## src/rtl/tmp_sensor_i2c_slave.sv

```systemverilog
// I2C slave front end for a temperature sensor. Exposes a small register
// map (temperature MSB/LSB, configuration, device ID) behind an 8-bit
// auto-incrementing pointer. SDA is open drain: sda_oe = 1 pulls it low.
module tmp_sensor_i2c_slave #(
    parameter logic [6:0] SLAVE_ADDR = 7'h4B,
    parameter logic [7:0] DEV_ID     = 8'hCB
) (
    input  logic        CLK100MHZ,
    input  logic        reset,
    input  logic        scl_in,
    input  logic        sda_in,
    output logic        sda_oe,
    input  logic [15:0] temp_value,
    output logic [7:0]  cfg_reg,
    output logic        busy,
    output logic        rd_done
);

    typedef enum logic [2:0] {
        IDLE, ADDR, ADDR_ACK, WR_BYTE, WR_ACK, RD_BYTE, RD_ACK, WAIT_STOP
    } state_t;

    state_t      state_q, state_d;
    logic [2:0]  scl_sync_q, scl_sync_d;   // [1:0] synchroniser, [2] previous synced value
    logic [2:0]  sda_sync_q, sda_sync_d;
    logic        scl_s, scl_p, sda_s, sda_p;
    logic        scl_rise, scl_fall, start_det, stop_det;
    logic [3:0]  bit_cnt_q, bit_cnt_d;
    logic [7:0]  shift_q, shift_d;         // incoming byte
    logic [7:0]  tx_q, tx_d;               // outgoing byte, current bit in [7]
    logic [7:0]  ptr_q, ptr_d;
    logic [7:0]  cfg_q, cfg_d;
    logic [15:0] snap_q, snap_d;           // temperature frozen for one read transaction
    logic        sda_oe_q, sda_oe_d;
    logic        busy_q, busy_d;
    logic        rd_done_q, rd_done_d;
    logic        phase_q, phase_d;         // second half of an ACK slot
    logic        first_q, first_d;         // next written byte is the pointer
    logic        rw_q, rw_d;
    logic [7:0]  rx_byte, rd_byte;

    function automatic logic [7:0] reg_read(input logic [7:0] ptr, input logic [15:0] snap,
                                            input logic [7:0] cfg);
        case (ptr)
            8'h00:   return snap[15:8];
            8'h01:   return snap[7:0];
            8'h03:   return cfg;
            8'h0B:   return DEV_ID;
            default: return 8'h00;
        endcase
    endfunction

    assign scl_s     = scl_sync_q[1];
    assign scl_p     = scl_sync_q[2];
    assign sda_s     = sda_sync_q[1];
    assign sda_p     = sda_sync_q[2];
    assign scl_rise  = scl_s & ~scl_p;
    assign scl_fall  = ~scl_s & scl_p;
    assign start_det = scl_s & scl_p & sda_p & ~sda_s;
    assign stop_det  = scl_s & scl_p & ~sda_p & sda_s;

    assign sda_oe  = sda_oe_q;
    assign cfg_reg = cfg_q;
    assign busy    = busy_q;
    assign rd_done = rd_done_q;

    // Next-state, bus drive and register updates from synchronised SCL/SDA events.
    always_comb begin
        // NOTE: every _d takes its current value first, so no path through this block can infer a latch.
        state_d    = state_q;
        scl_sync_d = {scl_sync_q[1:0], scl_in};
        sda_sync_d = {sda_sync_q[1:0], sda_in};
        bit_cnt_d  = bit_cnt_q;
        shift_d    = shift_q;
        tx_d       = tx_q;
        ptr_d      = ptr_q;
        cfg_d      = cfg_q;
        snap_d     = snap_q;
        sda_oe_d   = sda_oe_q;
        busy_d     = busy_q;
        rd_done_d  = 1'b0;
        phase_d    = phase_q;
        first_d    = first_q;
        rw_d       = rw_q;
        rx_byte    = {shift_q[6:0], sda_s};
        // A fresh read byte comes straight from the live input when the snapshot is taken.
        rd_byte    = reg_read(ptr_q, (state_q == ADDR_ACK) ? temp_value : snap_q, cfg_q);

        if (stop_det) begin
            state_d  = IDLE;
            sda_oe_d = 1'b0;
            busy_d   = 1'b0;
        end else if (start_det) begin
            state_d   = ADDR;
            sda_oe_d  = 1'b0;
            bit_cnt_d = 4'd0;
            shift_d   = 8'h00;
            phase_d   = 1'b0;
        end else begin
            case (state_q)
                IDLE: ;
                ADDR: begin
                    if (scl_rise) begin
                        shift_d   = rx_byte;
                        bit_cnt_d = bit_cnt_q + 4'd1;
                        if (bit_cnt_q == 4'd7) begin
                            bit_cnt_d = 4'd0;
                            phase_d   = 1'b0;
                            if (rx_byte[7:1] == SLAVE_ADDR) begin
                                state_d = ADDR_ACK;
                                rw_d    = rx_byte[0];
                                busy_d  = 1'b1;
                            end else begin
                                state_d = WAIT_STOP;
                                busy_d  = 1'b0;
                            end
                        end
                    end
                end
                ADDR_ACK: begin
                    if (scl_fall) begin
                        if (!phase_q) begin
                            sda_oe_d = 1'b1;
                            phase_d  = 1'b1;
                        end else begin
                            phase_d   = 1'b0;
                            bit_cnt_d = 4'd0;
                            if (rw_q) begin
                                state_d  = RD_BYTE;
                                snap_d   = temp_value;
                                tx_d     = rd_byte;
                                sda_oe_d = ~rd_byte[7];
                            end else begin
                                state_d  = WR_BYTE;
                                first_d  = 1'b1;
                                sda_oe_d = 1'b0;
                            end
                        end
                    end
                end
                WR_BYTE: begin
                    if (scl_rise) begin
                        shift_d   = rx_byte;
                        bit_cnt_d = bit_cnt_q + 4'd1;
                        if (bit_cnt_q == 4'd7) begin
                            bit_cnt_d = 4'd0;
                            phase_d   = 1'b0;
                            state_d   = WR_ACK;
                            if (first_q) begin
                                ptr_d   = rx_byte;
                                first_d = 1'b0;
                            end else begin
                                if (ptr_q == 8'h03) cfg_d = rx_byte;
                                ptr_d = ptr_q + 8'd1;
                            end
                        end
                    end
                end
                WR_ACK: begin
                    if (scl_fall) begin
                        if (!phase_q) begin
                            sda_oe_d = 1'b1;
                            phase_d  = 1'b1;
                        end else begin
                            sda_oe_d = 1'b0;
                            phase_d  = 1'b0;
                            state_d  = WR_BYTE;
                        end
                    end
                end
                RD_BYTE: begin
                    if (scl_rise) begin
                        bit_cnt_d = bit_cnt_q + 4'd1;
                    end else if (scl_fall) begin
                        if (bit_cnt_q == 4'd8) begin
                            state_d   = RD_ACK;
                            sda_oe_d  = 1'b0;
                            bit_cnt_d = 4'd0;
                            phase_d   = 1'b0;
                        end else begin
                            tx_d     = {tx_q[6:0], 1'b0};
                            sda_oe_d = ~tx_q[6];
                        end
                    end
                end
                RD_ACK: begin
                    if (scl_rise) begin
                        rd_done_d = 1'b1;
                        ptr_d     = ptr_q + 8'd1;
                        if (sda_s) state_d = WAIT_STOP;
                        else       phase_d = 1'b1;
                    end else if (scl_fall && phase_q) begin
                        state_d   = RD_BYTE;
                        phase_d   = 1'b0;
                        bit_cnt_d = 4'd0;
                        tx_d      = rd_byte;
                        sda_oe_d  = ~rd_byte[7];
                    end
                end
                WAIT_STOP: sda_oe_d = 1'b0;
                default:   state_d  = IDLE;
            endcase
        end
    end

    // State register with synchronous reset; synchronisers idle high like the bus.
    always_ff @(posedge CLK100MHZ) begin
        // NOTE: non-blocking assignments so every flop samples values from before this edge.
        if (reset) begin
            state_q    <= IDLE;
            scl_sync_q <= 3'b111;
            sda_sync_q <= 3'b111;
            bit_cnt_q  <= 4'd0;
            shift_q    <= 8'h00;
            tx_q       <= 8'h00;
            ptr_q      <= 8'h00;
            cfg_q      <= 8'h00;
            snap_q     <= 16'h0000;
            sda_oe_q   <= 1'b0;
            busy_q     <= 1'b0;
            rd_done_q  <= 1'b0;
            phase_q    <= 1'b0;
            first_q    <= 1'b0;
            rw_q       <= 1'b0;
        end else begin
            state_q    <= state_d;
            scl_sync_q <= scl_sync_d;
            sda_sync_q <= sda_sync_d;
            bit_cnt_q  <= bit_cnt_d;
            shift_q    <= shift_d;
            tx_q       <= tx_d;
            ptr_q      <= ptr_d;
            cfg_q      <= cfg_d;
            snap_q     <= snap_d;
            sda_oe_q   <= sda_oe_d;
            busy_q     <= busy_d;
            rd_done_q  <= rd_done_d;
            phase_q    <= phase_d;
            first_q    <= first_d;
            rw_q       <= rw_d;
        end
    end

endmodule
```

## config.mk

```make
export PLATFORM = sky130hd
export DESIGN_NAME = tmp_sensor_i2c_slave
export DESIGN_NICKNAME = d
export VERILOG_FILES = /design/src/rtl/tmp_sensor_i2c_slave.sv
export SDC_FILE = /design/constraint.sdc
export NUM_CORES = 1
export LEC_CHECK = 0
export CELL_PAD_IN_SITES_DETAIL_PLACEMENT = 0
export CELL_PAD_IN_SITES_GLOBAL_PLACEMENT = 1
export CORE_AREA = 2 2 141 74
export CTS_BUF_LIST = sky130_fd_sc_hd__clkbuf_8
export DETAILED_ROUTE_END_ITERATION = 8
export DIE_AREA = 0 0 143 76
export DONT_BUFFER_PORTS = 1
export GPL_TIMING_DRIVEN = 0
export MAX_ROUTING_LAYER = met4
export PLACE_DENSITY = 0.66
export SYNTH_ARGS = -nofsm -noshare
export SYNTH_HDL_FRONTEND = slang
export SYNTH_SLANG_ARGS = --single-unit
```

## constraint.sdc

```tcl
create_clock -name CLK100MHZ -period 2 [get_ports CLK100MHZ]
set_input_delay 0.3 -clock CLK100MHZ [delete_from_list [all_inputs] [get_ports CLK100MHZ]]
set_output_delay 0.3 -clock CLK100MHZ [all_outputs]
set_load 0.02 [all_outputs]
```

* Word level (Yosys, flattened, before mapping)
Index checks and enable logic that the tools add are counted.
** Storage, ports and cells
- Input bits :: 20
- Register bits after elaboration :: 65
- Logic and storage cells :: 193
** Cells by class
- Equality and inequality tests :: 53
- Multiplexer cells :: 75
- Bitwise operators :: 17
- Reductions and logical operators :: 30
- Add/subtract/negate cells :: 2
** Operator list (number)
- two-way mux 7 bit :: 11
- two-way mux 3 bit :: 16
- != test 3 bit (second input constant) :: 15
- two-way mux 4 bit :: 10
- != test 2 bit (second input constant) :: 17
- two-way mux 8 bit :: 4
- case mux 8 bit (4 select lines) :: 1
- AND reduction 14 bit :: 2
- two-way mux 1 bit :: 25
- case mux 7 bit (3 select lines) :: 1
- != test 4 bit (second input constant) :: 5
- case mux 3 bit (6 select lines) :: 1
- AND reduction 6 bit :: 3
- two-way mux 16 bit :: 1
- case mux 4 bit (4 select lines) :: 1
- case mux 8 bit (2 select lines) :: 1
- nonzero test 5 bit :: 3
- AND reduction 7 bit :: 2
- equality test 3 bit (second input constant) :: 4
- AND reduction 11 bit :: 1
- inverter 1 bit :: 10
- AND reduction 10 bit :: 1
- != test 3 x 1 -> 1 bit (second input constant) :: 3
- AND reduction 9 bit :: 1
- other kinds (26) :: 38

* Depth between registers and ports, before layout
- Depth after elaboration :: 8
- Gate-level depth with buffers :: 9
- Depth with buffers taken out :: 7

* Worst setup path before layout
Ideal clock, no wire load.
- Path type :: flip-flop to flip-flop
- From :: register bit_cnt_q[0]
- To :: register cfg_q[0] (netlist: cfg_reg[0])
- Cell stages (with the launch flop) :: 8
- Data arrival time :: 1.784 ns
- Setup time :: 0.128 ns
- Path slack :: 0.088 ns
- Clock period less this slack :: 1.912 ns
- Buffers on the path :: 1
- Cells stage by stage :: dfxtp_1 -> ha_1 -> nand3b_1 -> or2_0 -> clkbuf_1 -> nor4_4 -> mux2i_1 -> nor2_1
** On the way
- Longest elaborated chain between the ends :: 2
** RTL lines
- start, declared :: line 28 : logic [3:0] bit_cnt_q, bit_cnt_d;
- start signal, assigned :: line 229 : bit_cnt_q <= bit_cnt_d;
- equality test 4 x 3 -> 1 bit :: line 145 : if (bit_cnt_q == 4'd7) begin
- AND reduction 7 bit (no source line)
- end signal, assigned :: line 233 : cfg_q <= cfg_d;
- end, declared :: line 32 : logic [7:0] cfg_q, cfg_d;
No other way between the ends.
A chain may end at the register's enable or synchronous reset.

* Final worst setup path
- From :: register bit_cnt_q[1]
- To :: register phase_q
** On the way
- Longest elaborated chain between the ends :: 3
- Elaborated cells on any way between the ends :: 5
- Those cells by class :: 4 x eq/ne; 1 x reduce/logical
** RTL lines
- equality test 4 x 3 -> 1 bit / equality test 4 bit (equally long branches) :: line 106, 145, 175
- != test 3 x 1 -> 1 bit (no source line) / != test 3 bit (equally long branches)
- AND reduction 10 bit (no source line) (*)
- end signal, assigned :: line 238 : phase_q <= phase_d;
- end, declared :: line 37 : logic phase_q, phase_d;
Every way passes the cells marked *; elsewhere a longest branch is shown, timed or not.

==> reports/qor.csv <==
metric,value,unit
switching power,1.306,mW
DRC viols,0,
Synth area leaders,"dfxtp_1 34%, mux2i_1 8.7%, nor2_1 5.9%",
Combinational Power Share,32.2,%
post-layout min period,1948,ps
Layout Skew,11.66,ps
input/output buffers,0,
Metal-1 WL,6719,um
Reg power frac,36.5,%
routed len/inst,20.08,um
Required @ worst endpoint,2230,ps
Antenna Nets Post-Route,0,
startpoint class of the critical path,flip-flop,
Met3 Wirelength,1256,um
ANT cells,0,
first-pass GRT wire length,19420,um
pwr dens,841.7,nW/um2
share of cells above drive strength 1,21.22,%
Synth Flop Type,dfxtp_1,
Fin. Hold Viols,0,
reg2reg setup slack,50,ps
area of the multi-input gates,2355,um2
I/O pins,31,
yosys warns,0,
CP max FO,4,
Area Overhead vs Synth,18.42,%
vias in the first global route,3328,
htree depth,3,
WHS,33.16,ps
die width,143,um
cell chosen for the clock root,clkbuf_8,
total of max-cap violations,0,
met2 routed WL,4591,um
hold path endpoint,sda_sync_q[0]$_SDFF_PP1_,
DRT Pass-1 Iters,5,
Initial Util,38.78,%
VDD IR-drop max,0.3458,mV
post-synth top area share,34.27,%
Core Area,9792,um2
Leak,1.558,nW
critical path startpoint,bit_cnt_q[1]$_SDFFE_PP0P_,
CTS tree,yes,
r2r endpoint,phase_q$_SDFFE_PP0P_,
worst-margin pin slew,685.2,ps
routed vias,3682,
number of distinct library cells after synthesis,64,
Worst Hold Class,in2reg,
Fmax,0.5134,GHz
RSZ-0062 raised after global routing,true,
Filler cells,1008,
Setup TNS,0,ps
internal power,2.479,mW
cells after synthesis,454,
Num CTS Buffers,9,
Clock Power Share,31.2,%
critical path class,reg2reg,
final wirelength,12650,um
Final GP Congestion,0.9262,
Async SR Flop Fraction,0,%
nets@finish,513,
Clock Latency Late Sink,360,ps
worst r2r src,bit_cnt_q[1]$_SDFFE_PP0P_,
Cell Rows,26,
FF-to-FF path depth,6,
GRT Util Overall,24.42,%
Initial DRC Count,369,
die area,10870,um2
sequential fraction of the synthesis area,34.27,%
Synth Register Bits,65,
initial antenna violation count,0,
Sw Share,34.51,%
CP Capture Type,flip-flop,
"EDFF count, synth",0,
clock sinks,65,
Netlist Area Pre-Place,3797,um2
Max Slew Vio Count,0,
outcome,"complete, no violations",
Worst Min Path Start,sda_in,
largest net degree at the start of global routing,13,
slew margin rel.,54.32,%
FF/Latch Area,1308,um2
Synth area leader,dfxtp_1,
"Reg clk slew, reported paths",80,ps
DR top layer,met4,
syn_nets,482,
syn avg cell area,8.364,um2
CTS Hold Buffers Added,0,
Hold Path Depth,1,
post-DR vias/cell,5.844,
final worst-path cycle share,97.39,%
Post-DP HPWL,9104,um
max FFs per register,16,
CTS max path bufs,2,
Congestion Overflow GR,0,
die outline height,76,um
CP Data Arrival Time,2170,ps
final setup vio count,0,
## cell families after synthesis
group / synth area share, %
AOI/OAI and AO/OA: 21.81
xor gates and xnor gates: 0.4285
adders and majority gates: 2.636
buffers and inverters: 5.173
DFF: 34.27
muxes: 10.18
and+or+nand+nor: 25.50
## worst max-delay path: stages, from the launching register on
cell	delay, ps
dfxtp_1	380
ha_2	220
nand3b_1	200
or2_4	330
a221oi_2	350
a2111o_1	210
o311ai_0	110
## repair_timing
item                                    in CTS  in global routing
hold endpoints to repair                     0                  0
setup buffers                               18                  9
resized for setup                           25                 32
pin swaps                                    8                 13
endpoints found under the setup margin      54                 42
## synthesized netlist by cell type, drive strengths merged, types with 4 or more instances
cell type	n
inv	12
o32ai	5
a32oi	4
nand3b	6
and3	5
nand4	6
nor3b	7
mux2	5
nand3	8
nor4	5
buf	10
or2	10
o22ai	4
a22oi	10
nor2b	8
a221oi	7
ha	8
nor2	60
dfxtp	65
a21oi	27
nand2	28
mux2i	33
clkbuf	24
o21ai	23
a211oi	6
nor3	10
nand2b	15
## through the flow
step	setup WS [ps]	util [%]	instances	instance area [um2]	power, mW
6_report	52.24	45.92	630	4497	3.785
2_1_floorplan	88.33	-	454	3797	2.090
4_1_cts	-24.51	44.79	623	4385	3.682
3_3_place_gp	-470.2	40.57	594	3973	2.345
5_1_grt	-19.85	45.92	630	4497	3.948
3_5_place_dp	-466.4	40.57	594	3973	2.340
## worst max-delay path by stage
stage	slack, ps	endpoint	depth (start not counted)
2_1_floorplan	90	cfg_reg[0]$_SDFFE_PP0P_	7
3_3_place_gp	-470	snap_q[4]$_SDFFE_PP0P_	7
3_5_place_dp	-470	snap_q[6]$_SDFFE_PP0P_	7
4_1_cts	-20	tx_q[4]$_SDFFE_PP0P_	8
5_1_grt	-20	bit_cnt_q[1]$_SDFFE_PP0P_	8
6_report	50	phase_q$_SDFFE_PP0P_	6
## layout by cell type (no fill, tap or decap), types with 8 or more instances in the layout
cell and instances:
a22oi_1 10, dfxtp_1 60, nor3_1 9, a21oi_1 26, o21ai_0 21, nand2_1 27
mux2i_1 33, clkbuf_1 10, nand2b_1 15, clkbuf_8 10, buf_4 27, inv_1 10
nand3_1 8, nor2_1 60, or2_2 9
## final cells by class
| class | instances | area share, % |
|---|---|---|
| multi-input cells | 343 | 52.37 |
| flip-flops and latches | 65 | 29.08 |
| repair buffers | 27 | 5.314 |
| well taps | 140 | 3.895 |
| plain buffers | 27 | 3.701 |
| clock buffers | 10 | 3.061 |
| clock inverters | 6 | 1.503 |
| inverters | 12 | 1.085 |
## metal layers
layer,up-vias,GRT usage (%)
met5,-,-
met3,9,7.920
met1,1780,39.96
met2,165,27.85
li1,1728,-
met4,0,3.861
## power by group through the flow
stage	clock network (mW)	logic [mW]	registers (mW)
floorplan	0	0.709	1.38
finish	1.18	1.22	1.38
global placement	0	0.957	1.39
global route	1.26	1.30	1.39
detailed placement	0	0.952	1.39
CTS	1.21	1.11	1.36
(Power assumes the default switching activity.)
